### config.mk
export PLATFORM = sky130hd
export DESIGN_NAME = uart_rx_fifo
export DESIGN_NICKNAME = d
export VERILOG_FILES = /design/src/rtl/uart_pkg.sv /design/src/rtl/uart_rx_fifo_ram.sv /design/src/rtl/uart_rx_fifo.sv
export SDC_FILE = /design/constraint.sdc
export NUM_CORES = 1
export LEC_CHECK = 0
export CORE_MARGIN = 1
export CORE_UTILIZATION = 31
export CTS_CLUSTER_SIZE = 16
export DETAILED_ROUTE_END_ITERATION = 16
export HOLD_SLACK_MARGIN = 0.03
export MAX_ROUTING_LAYER = met4
export SYNTH_ARGS = -nofsm -noshare
export SYNTH_HDL_FRONTEND = slang
export SYNTH_HIERARCHICAL = 1
export SYNTH_SLANG_ARGS = --single-unit
### constraint.sdc
create_clock -name clk -period 2.7 [get_ports clk]
set_input_delay 0.27 -clock clk [delete_from_list [all_inputs] [get_ports clk]]
set_output_delay 0.27 -clock clk [all_outputs]
set_load 0.01 [all_outputs]
### src/rtl/uart_pkg.sv
// Shared definitions for the UART receive buffer: intake FSM states and the
// default FIFO depth.
package uart_pkg;

    localparam int UART_RX_FIFO_DEPTH_DEFAULT = 16;

    // Intake handshake with the UART's single-byte valid/rd interface.
    typedef enum logic [1:0] {
        IDLE = 2'd0,
        ACK  = 2'd1,
        WAIT = 2'd2
    } rx_fifo_state_t;

endpackage

### src/rtl/uart_rx_fifo_ram.sv
// fifo_ram: DEPTH x 8 storage, one synchronous write port and one
// asynchronous read port so it maps onto distributed RAM. Entries carry no
// reset; the reader masks stale contents with its own empty flag.
module fifo_ram #(
    parameter int DEPTH = 16,
    parameter int AW    = $clog2(DEPTH)
) (
    input  logic          clk,
    input  logic          we,
    input  logic [AW-1:0] waddr,
    input  logic [7:0]    wdata,
    input  logic [AW-1:0] raddr,
    output logic [7:0]    rdata
);

    logic [7:0] mem [DEPTH];

    // Write port: one byte per cycle when enabled.
    always_ff @(posedge clk) begin
        if (we) begin
            mem[waddr] <= wdata;
        end
    end

    // Asynchronous read gives the show-ahead head byte with no latency.
    assign rdata = mem[raddr];

endmodule

### src/rtl/uart_rx_fifo.sv
// uart_rx_fifo: drains bytes from the UART receiver into a show-ahead FIFO
// and presents head byte, fill level and flags to the CPU bus.
// Optional feature macro: UART_RX_FIFO_OVERRUN_EN -- when defined, a byte
// arriving while full is acknowledged and discarded and a sticky overrun flag
// is raised; when undefined the byte is left waiting in the UART.
module uart_rx_fifo
    import uart_pkg::*;
#(
    parameter int DEPTH = UART_RX_FIFO_DEPTH_DEFAULT,
    parameter int CW    = $clog2(DEPTH) + 1
) (
    input  logic          clk,
    input  logic          reset_ni,
    input  logic          uart_valid_i,
    input  logic [7:0]    uart_data_i,
    output logic          uart_rd_o,
    input  logic          pop_i,
    input  logic          flush_i,
    output logic [7:0]    data_o,
    output logic          empty_o,
    output logic          full_o,
    output logic [CW-1:0] count_o,
    output logic          overrun_o
);

    localparam int AW = $clog2(DEPTH);

    rx_fifo_state_t state_reg, state_next;
    logic [AW-1:0]  wr_ptr_reg, wr_ptr_next;
    logic [AW-1:0]  rd_ptr_reg, rd_ptr_next;
    logic [CW-1:0]  count_reg, count_next;
    logic           empty_reg, full_reg, uart_rd_reg;
    logic           push, pop;
    logic [7:0]     ram_rdata;

    // Intake FSM, push/pop qualification and pointer/count arithmetic.
    always_comb begin
        state_next  = state_reg;
        push        = 1'b0;
        pop         = pop_i && !empty_reg;
        wr_ptr_next = wr_ptr_reg;
        rd_ptr_next = rd_ptr_reg;
        count_next  = count_reg;

        case (state_reg)
            IDLE: begin
                // Push uses the full flag as registered this cycle, so a
                // simultaneous pop never lets a push into a full FIFO.
                if (uart_valid_i && !full_reg) begin
                    push       = 1'b1;
                    state_next = ACK;
                end
`ifdef UART_RX_FIFO_OVERRUN_EN
                else if (uart_valid_i) begin
                    // Acknowledge and drop the byte; overrun is flagged below.
                    state_next = ACK;
                end
`endif
            end
            ACK:     state_next = WAIT;
            // Hold off until the UART has seen rd and lowered valid.
            WAIT:    if (!uart_valid_i) state_next = IDLE;
            default: state_next = IDLE;
        endcase

        if (flush_i) begin
            // Flush wins over any push/pop; parking in WAIT stops the byte
            // still held by the UART from being captured a second time.
            push        = 1'b0;
            pop         = 1'b0;
            state_next  = WAIT;
            wr_ptr_next = '0;
            rd_ptr_next = '0;
            count_next  = '0;
        end else begin
            if (push) wr_ptr_next = wr_ptr_reg + AW'(1);
            if (pop)  rd_ptr_next = rd_ptr_reg + AW'(1);
            case ({push, pop})
                2'b10:   count_next = count_reg + CW'(1);
                2'b01:   count_next = count_reg - CW'(1);
                default: count_next = count_reg;
            endcase
        end
    end

    // State, pointers, count and registered flag outputs.
    always_ff @(posedge clk or negedge reset_ni) begin
        if (!reset_ni) begin
            state_reg   <= IDLE;
            wr_ptr_reg  <= '0;
            rd_ptr_reg  <= '0;
            count_reg   <= '0;
            empty_reg   <= 1'b1;
            full_reg    <= 1'b0;
            uart_rd_reg <= 1'b0;
        end else begin
            state_reg   <= state_next;
            wr_ptr_reg  <= wr_ptr_next;
            rd_ptr_reg  <= rd_ptr_next;
            count_reg   <= count_next;
            empty_reg   <= (count_next == '0);
            full_reg    <= (count_next == CW'(DEPTH));
            uart_rd_reg <= (state_next == ACK);
        end
    end

`ifdef UART_RX_FIFO_OVERRUN_EN
    logic overrun_reg;

    // Sticky byte-lost flag, cleared only by flush or reset.
    always_ff @(posedge clk or negedge reset_ni) begin
        if (!reset_ni) begin
            overrun_reg <= 1'b0;
        end else if (flush_i) begin
            overrun_reg <= 1'b0;
        end else if (state_reg == IDLE && uart_valid_i && full_reg) begin
            overrun_reg <= 1'b1;
        end
    end

    assign overrun_o = overrun_reg;
`else
    assign overrun_o = 1'b0;
`endif

    fifo_ram #(
        .DEPTH (DEPTH),
        .AW    (AW)
    ) u_fifo_ram (
        .clk   (clk),
        .we    (push),
        .waddr (wr_ptr_reg),
        .wdata (uart_data_i),
        .raddr (rd_ptr_reg),
        .rdata (ram_rdata)
    );

    assign uart_rd_o = uart_rd_reg;
    assign empty_o   = empty_reg;
    assign full_o    = full_reg;
    assign count_o   = count_reg;
    assign data_o    = empty_reg ? 8'h00 : ram_rdata;

endmodule
; After elaboration in Yosys (flattened, before gate mapping)
; Memories as Yosys holds them, arrays and structs flattened.
; Cells that the tools add are included.
[totals]
reg_bits = 18
ramBits = 128
inputBits = 13
word_cells = 42
memories = 1
[op_classes]
n_addsub = 4
n_eq_ne = 6
muxes = 16
reduce_logical = 8
[memory_table]
columns = name, depth, width, read_ports, rd_ports_with_merged_regs, wr, line
row1 = u_fifo_ram.mem, 16, 8, 1, 0, 1, uart_rx_fifo_ram.sv:16  ; logic [7:0] mem [DEPTH];
[op_table]
columns = cell, count
row1 = $mux W4, 4
row2 = $pmux W5 S2, 1
row3 = $add A4 B1 Y4 const B, 2
row4 = $mux W8, 1
row5 = $eq A2 B1 Y1 const B, 3
row6 = $mux W2, 3
row7 = $pmux W2 S3, 1
row8 = $add A5 B1 Y5 const B, 1
row9 = $eq A5 B5 Y1 const B, 1
row10 = $logic_not A5 Y1, 1
row11 = $mux W1, 5
row12 = $mux W5, 1
row13 = $sub A5 B1 Y5 const B, 1
row14 = $eq A2 B2 Y1 const B, 2
row15 = $reduce_bool A2 Y1, 2
row16 = $logic_and A1 B1 Y1, 2
row17 = $logic_not A1 Y1, 2
row18 = $logic_not A2 Y1, 1

; Longest topological paths before layout
; Gate-level depths: netlist of run 1.
[logic_depth]
depth_word = 8
ltp_mapped = 10
mapped_depth_nobuf = 10

; By module
; Netlist of run 1, hierarchy kept.
[modules_own_cells]
columns = module, n_inst, cells_per_inst, area_each_um2
row1 = fifo_ram, 1, 221, 4987.3
row2 = uart_rx_fifo, 1, 115, 1073.5

; Least setup slack after synthesis of run 1
; Ideal clock, no wire load.
[synth_path]
kind = register to register
startpoint = register state_reg[1]
endpoint = memory u_fifo_ram.mem[0][0], enable pin
t_arrival_ns = 2.283
required_ns = 2.317
setup_slack_ns = 0.034
path_stages_with_launch = 6
n_path_buf = 0
period_less_slack_ns = 2.666
cell_sequence = dfrtp_1 > nor4b_4 > inv_2 > nor2_1 > or3b_2 > nor3_1
[synth_via]
elab_chain_cells = 5
[synth_lines]
columns = element, line
row1 = start: declaration, uart_rx_fifo.sv:28  ; rx_fifo_state_t state_reg, state_next;
row2 = start signal: assignment, uart_rx_fifo.sv:97  ; state_reg <= state_next;
row3 = $logic_not A2 Y1, uart_rx_fifo.sv:45  ; case (state_reg)
row4 = $mux W1, uart_rx_fifo.sv:45
row5 = $mux W1, uart_rx_fifo.sv:66  ; if (flush_i) begin
row6 = via push, uart_rx_fifo.sv:33  ; logic push, pop;
row7 = $mux W1, uart_rx_fifo_ram.sv:20  ; if (we) begin
row8 = $mux W1 (implied by the code), uart_rx_fifo_ram.sv:21  ; mem[waddr] <= wdata;
row9 = end: declaration, uart_rx_fifo_ram.sv:16
; The timed path passes the listed nets, and every way through them passes these cells.

; Final worst setup path of run 1
[layout_path]
startpoint = register rd_ptr_reg[0]
endpoint = output data_o[7]
[layout_via]
elab_chain_cells = 2
[layout_lines]
columns = element, line
row1 = start: declaration, uart_rx_fifo.sv:30  ; logic [AW-1:0] rd_ptr_reg, rd_ptr_next;
row2 = start signal: assignment, uart_rx_fifo.sv:99  ; rd_ptr_reg <= rd_ptr_next;
row3 = $mem_v2 Z16 W8, --
row4 = via ram_rdata[7], uart_rx_fifo.sv:34  ; logic [7:0] ram_rdata;
row5 = $mux W8, uart_rx_fifo.sv:142  ; assign data_o = empty_reg ? 8'h00 : ram_rdata;
row6 = end: declaration, uart_rx_fifo.sv:19  ; output logic [7:0] data_o,
; The timed path passes the listed nets, and every way through them passes these cells.

==> results of run 1 <==
==> worst reg2reg max path, stage by stage, from the launching register on <==
cell	delay [ps]
dfrtp_1	420
nor4b_4	410
nor2_2	100
xnor2_1	130
ha_1	170
a21oi_1	210
o22ai_1	120
a22oi_1	180
o22ai_2	120
mux2_4	320
nor2b_1	130
==> per-layer routing <==
layer,vias up,global-route usage [%]
li1,1476,-
met1,1684,18.31
met2,95,22.22
met3,8,4.219
met4,0,4.754
met5,-,-
==> cell families after synthesis <==
family / synth area share (%)
AO/OA/AOI/OAI: 4.397
XOR/XNOR: 1.445
adder cells (fa/ha/maj): 0.8258
buffers and inverters: 2.250
flip-flops: 70.87
multiplexers: 13.34
other: 0.06187
AND/OR/NAND/NOR: 6.813
==> area by class of cell <==
type / instances / share of cell area [%]
clock buffers: 17 / 5.669
inverters: 7 / 0.3501
well taps: 260 / 4.335
multi-input cells: 168 / 21.81
clock inverters: 13 / 2.151
flip-flops and latches: 146 / 57.25
repair buffers: 68 / 8.436
==> power by group through the flow <==
stage | combinational, uW | clock (uW) | sequential [uW]
after floorplan | 495 | 0 | 2600
after global placement | 808 | 0 | 2590
after detailed placement | 822 | 0 | 2590
after CTS | 912 | 2390 | 2550
after global routing | 968 | 2480 | 2550
final | 896 | 2330 | 2550
==> worst max path at each step <==
stage                           endpoint  depth (start not counted)
floorplan           u_fifo_ram/mem[0][0]                          5
global placement                  full_o                         11
detailed placement                full_o                         11
CTS                            data_o[4]                          7
global route                   data_o[7]                          7
finish                         data_o[7]                          7
==> per-stage QoR <==
| stage | cells | power (uW) | util (%) | setup TNS [ps] |
|---|---|---|---|---|
| floorplan | 336 | 3092 | - | 0 |
| global route | 679 | 6005 | 39.59 | -3.888 |
| finish | 679 | 5779 | 39.59 | 0 |
| detailed placement | 644 | 3412 | 36.05 | 0 |
| CTS | 679 | 5853 | 39.61 | 0 |
| global placement | 644 | 3398 | 36.05 | 0 |
==> what timing repair did <==
item | 4_1_cts | 5_1_grt
pin swaps | 7 | 1
endpoints found under the setup margin | 8 | 3
hold buffers | 0 | 0
buffers inserted | 3 | 0
cloned | 2 | 0
resized for setup | 43 | 2
==> synth_stat cells, drive strengths merged <==
| master | n | share of area (%) |
|---|---|---|
| mux4 | 32 | 13 |
| nand3 | 1 | 0.082 |
| o22ai | 2 | 0.31 |
| o21ai | 2 | 0.16 |
| and2b | 1 | 0.12 |
| nor2b | 11 | 1.1 |
| xnor2 | 4 | 0.58 |
| a32oi | 1 | 0.14 |
| or2 | 1 | 0.10 |
| buf | 10 | 1.2 |
| edfxtp | 128 | 63 |
| mux2i | 2 | 0.33 |
| a22oi | 18 | 2.2 |
| ha | 4 | 0.83 |
| and3 | 1 | 0.10 |
| nor2 | 32 | 2.0 |
| clkdlybuf4s25 | 3 | 0.50 |
| conb | 1 | 0.062 |
| dfrtp | 17 | 7.0 |
| a21oi | 9 | 0.81 |
| a221o | 1 | 0.19 |
| or3 | 2 | 0.21 |
| nand2b | 3 | 0.31 |
| o211ai | 1 | 0.12 |
| inv | 7 | 0.43 |
| mux2 | 1 | 0.25 |
| nor3 | 5 | 0.41 |
| dfstp | 1 | 0.43 |
| or3b | 1 | 0.14 |
| nand2 | 16 | 0.99 |
| nand3b | 3 | 0.37 |
| nand4 | 3 | 0.31 |
| nor4b | 1 | 0.39 |
| a311o | 1 | 0.17 |
| a41oi | 1 | 0.27 |
| xor2 | 6 | 0.87 |
| clkbuf | 2 | 0.12 |
| and2 | 1 | 0.10 |
==> results.yml, run 1 <==
outcome:
  status: "finished, final reports clean"
timing:
  slew_headroom_pct: 45.18
  finClkSkew_ps: 8.468
  report.final.hold_viol_count: 0
  period_share_pct: 96.98
  setup_viol: 0
  hold-worst-slack_ps: 328.3
  grt_setup_unrepaired: "true"
  setup_ws_ps: 81.45
  period_needed_ps: 2619
  maxSlewViolCount: 0
  max_freq_mhz: 381.9
  tightest_slew_ps: 819.7
power_and_ir_drop:
  swShare_pct: 23.60
  power-per-cell-area_nw_per_um2: 770.1
  p_comb_share_pct: 15.5
  p_int_uw: 4415
  p_leak_uw: 0.002524
  power_frac_clock_pct: 40.4
  power.switching_uw: 1364
  seqPwrFrac_pct: 44.1
  irDropWorstVdd_mv: 0.4093
routing:
  wirelength_mm: 12.88
  routed-wl-met3_um: 685
  routed-via-count: 3263
  drc: 0
  viasPerCell: 4.806
  highest_layer: "met4"
  wl_met1_mm: 5.831
  wire_per_inst_um: 18.96
  antenna_left: 0
  drt_iter0_drc: 247
  firstDrtPassIters: 4
  wl_met2_mm: 6.247
yosys:
  synthCells: 336
  ys_warn_count: 6
  seq_area_frac_synth_pct: 70.87
  ys_ff_latch: 146
  netlist_area_sq_um: 6061
  synth_nets: 353
  synth_cell_types: 47
  syn_avg_cell_area_sq_um: 18.04
layout:
  syn2layout_area_growth_pct: 23.82
  largest_register_ffs: 128
  diodes: 0
  nFillCells: 1719
  regMostFlops: "u_fifo_ram/mem"
  final_common_cell: "edfxtp_1"
  ff_latch_area_sq_um: 4297
  multiInputGateArea_sq_um: 1637
  fin_area_sq_um: 7505
  final_cell_mix: "edfxtp_1 (128), buf_4 (33), nor2_1 (31), mux4_2 (24), clkdlybuf4s50_1 (20)"
  nets: 425
  drive_gt1_share_pct: 27.68
setup_path:
  required_ps: 2430
  rr_endpoint: "full_o"
  worst-path-max-fanout: 11
  cp.arrival_ps: 2350
  crit_path_top_delay_cell: "mux4_2"
  critPathLaunchType: "flip-flop"
  end_kind: "output pin"
  crit_start: "rd_ptr_reg[0]"
  path_buf_inv: 3
  r2r_cells: 10
  max_stage_delay_ps: 500
  r2r-start: "state_reg[1]"
  r2r_setup_slack_ps: 280
  criticalPathCategory: "reg2out"
  path_cells: "buf_4 -> buf_16 -> mux4_2 -> a22oi_1 -> nand2_1 -> nor2b_1 -> dlygate4sd2_1"
  crit_family: "buffers and inverters"
grt:
  grt-ovfl-total: 0
  grt_use_total_pct: 14.44
  antenna_found_initial: 0
  grt_max_degree: 19
  grt_first_pass_wirelength_mm: 20.15
  grt_pass1_vias: 3438
floorplanning:
  floorplan.initialDensity_pct: 31.97
  rows: 50
  core_sq_um: 18960
  io-pin-count: 30
  dieArea_sq_um: 20110
  die_h_um: 141.8
  die_w_um: 141.8
place:
  portBuffers: 28
  placed_area_sq_um: 6833
  place_ws_ps: 2.245
  gp_congestion: 0.7851
  dp_hpwl_mm: 8.187
cts:
  ctsRootBufferMaster: "clkbuf_16"
  cts_made_buffers: 17
  tritoncts: "yes"
  clkTransAtPathRegs_ps: 60
  cts_sinks: 146
  insertion_delay_ps: 410
  clockBufferDepth: 2
  htreeDepth: 4
worst_hold_path:
  hp-class: "in2async"
run:
  max-cap-violations: 0
No activity file was read; power rests on OpenSTA's default activity.
==> run 2: changes to the inputs <==
GPL_TIMING_DRIVEN = 0   (was default)
==> run 2 against run 1 <==
  * The run now ends with negative setup slack left
  * Via count is 1.0% lower
  * Hold slack worse by 28 ps
  * Total power is 1.1% lower
  * Wire length is 1.2% lower
  * Maximum frequency is 4.0% lower
  * Non-clock buffer count is 13 lower
  * Sequential power hardly changed
  * Global-route usage is 0.52 points lower
  * Worst setup slack worse by 110 ps
==> results.yml, run 2 (synthesis gave the netlist of run 1 again) <==
outcome:
  status: "complete, but fails checks"
  violations: "negative setup slack"
timing:
  setup_ws_ps: -27.95
  period_needed_ps: 2728
  slew_headroom_pct: 40.61
  report.final.hold_viol_count: 0
  setup_viol: 24
  tightest_slew_ps: 887.5
  finClkSkew_ps: 8.076
  max_freq_mhz: 366.6
  grt_setup_unrepaired: "true"
  period_share_pct: 101.0
  maxSlewViolCount: 0
cts:
  insertion_delay_ps: 410
  cts_hold_buf: 0
  tritoncts: "yes"
  ctsRootBufferMaster: "clkbuf_16"
  htreeDepth: 4
  clkTransAtPathRegs_ps: 60
  cts_sinks: 146
  clockBufferDepth: 2
  cts_made_buffers: 17
routing:
  wirelength_mm: 12.72
  drc: 0
  firstDrtPassIters: 4
  viasPerCell: 4.834
  routed-via-count: 3229
  drt_iter0_drc: 219
  wire_per_inst_um: 19.04
  antenna_left: 0
grt:
  grt_use_total_pct: 13.92
  antenna_found_initial: 0
  grt_first_pass_wirelength_mm: 19.37
  grt_max_degree: 19
  grt_pass1_vias: 3310
  grt-ovfl-total: 0
place:
  place_ws_ps: -1027
  portBuffers: 27
  dp_hpwl_mm: 7.951
  placed_area_sq_um: 6656
  gp_congestion: 0.8442
setup_path:
  criticalPathCategory: "reg2reg"
  required_ps: 2730
  path_buf_inv: 1
  crit_family: "simple AND/OR/NAND/NOR gates"
  path_cells: "nor4b_4 -> inv_2 -> nor2_1 -> or3b_2 -> nor2_1"
  max_stage_delay_ps: 690
  end_kind: "flip-flop"
  cpMostUsedCell: "nor2_1"
  critPathLaunchType: "flip-flop"
  crit_path_top_delay_cell: "nor2_1"
  worst-path-max-fanout: 8
  cp.arrival_ps: 2760
power_and_ir_drop:
  p_int_uw: 4277
  irDropWorstVdd_mv: 0.4205
  power_frac_clock_pct: 39.3
  p_leak_uw: 0.002446
  power-per-cell-area_nw_per_um2: 769.2
  power.switching_uw: 1438
  seqPwrFrac_pct: 44.6
  p_comb_share_pct: 16.1
  swShare_pct: 25.16
layout:
  drive_gt1_share_pct: 27.70
  nets: 412
  final_common_cell: "edfxtp_1"
  largest_register_ffs: 128
  syn2layout_area_growth_pct: 22.58
  fin_area_sq_um: 7430
  final_cell_mix: "edfxtp_1 (128), nor2_1 (30), mux4_2 (29), clkbuf_16 (19), clkdlybuf4s50_1 (19)"
  regMostFlops: "u_fifo_ram/mem"
  diodes: 0
  final_util_pct: 39.19
floorplanning:
  dieArea_sq_um: 20110
  rows: 50
  floorplan.initialDensity_pct: 31.97
  core_sq_um: 18960
  io-pin-count: 30
  die_w_um: 141.8
  die_h_um: 141.8
worst_hold_path:
  hp-class: "in2reg"
run:
  max-cap-violations: 0
[run 2: layer usage]
metal,GRT usage (%),wire (um),part of all wire [%]
met1,17.42,5718,45
met2,21.88,6226,49
met3,3.746,618,4.9
met4,4.697,153,1.2
met5,-,0,0
[run 2: metrics by stage]
| step | instances | TNS [ps] | hold WS [ps] | total power [uW] |
|---|---|---|---|---|
| floorplan | 336 | 0 | -25.59 | 3092 |
| global placement | 623 | -46970 | 552.5 | 3369 |
| detailed placement | 623 | -58870 | 565.5 | 3383 |
| CTS | 660 | -250.1 | 280.7 | 5691 |
| global route | 668 | -4163 | 313.4 | 5949 |
| finish | 668 | -500.1 | 300.6 | 5715 |
[run 2: worst paths after layout]
path,start,end,slack (ps),depth (start not counted)
setup reg to reg,full_o,u_fifo_ram/mem[1][0],-30,5
hold / removal,flush_i,uart_rd_o,300,2
min in group asynchronous,reset_ni,count_o[2],330,1
hold reg to reg,state_reg[0],state_reg[1],570,2
setup / recovery,full_o,u_fifo_ram/mem[1][0],-30,5
max in group asynchronous,reset_ni,rd_ptr_reg[3],1840,1
[run 2: power by group through the flow]
stage	Combinational (uW)	Clock, uW	Sequential, uW
final	922	2250	2550
after floorplan	495	0	2600
after CTS	828	2300	2560
after detailed placement	774	0	2610
after global routing	995	2400	2550
after global placement	762	0	2610
[run 2: what timing repair did]
action,CTS,global route
endpoints found under the setup margin,82,33
cloned,0,2
pin swaps,7,6
buffers inserted,5,6
resized for setup,43,8
[run 2: cell type report]
type,count,area (sq um)
fill,1705,11530
sequential,146,4295
multi-input combinational,168,1663
clock buffer,17,425.4
timing repair buffer,40,392.9
tap,260,325.3
buffer,15,151.4
clock inverter,15,150.1
inverter,7,26.28
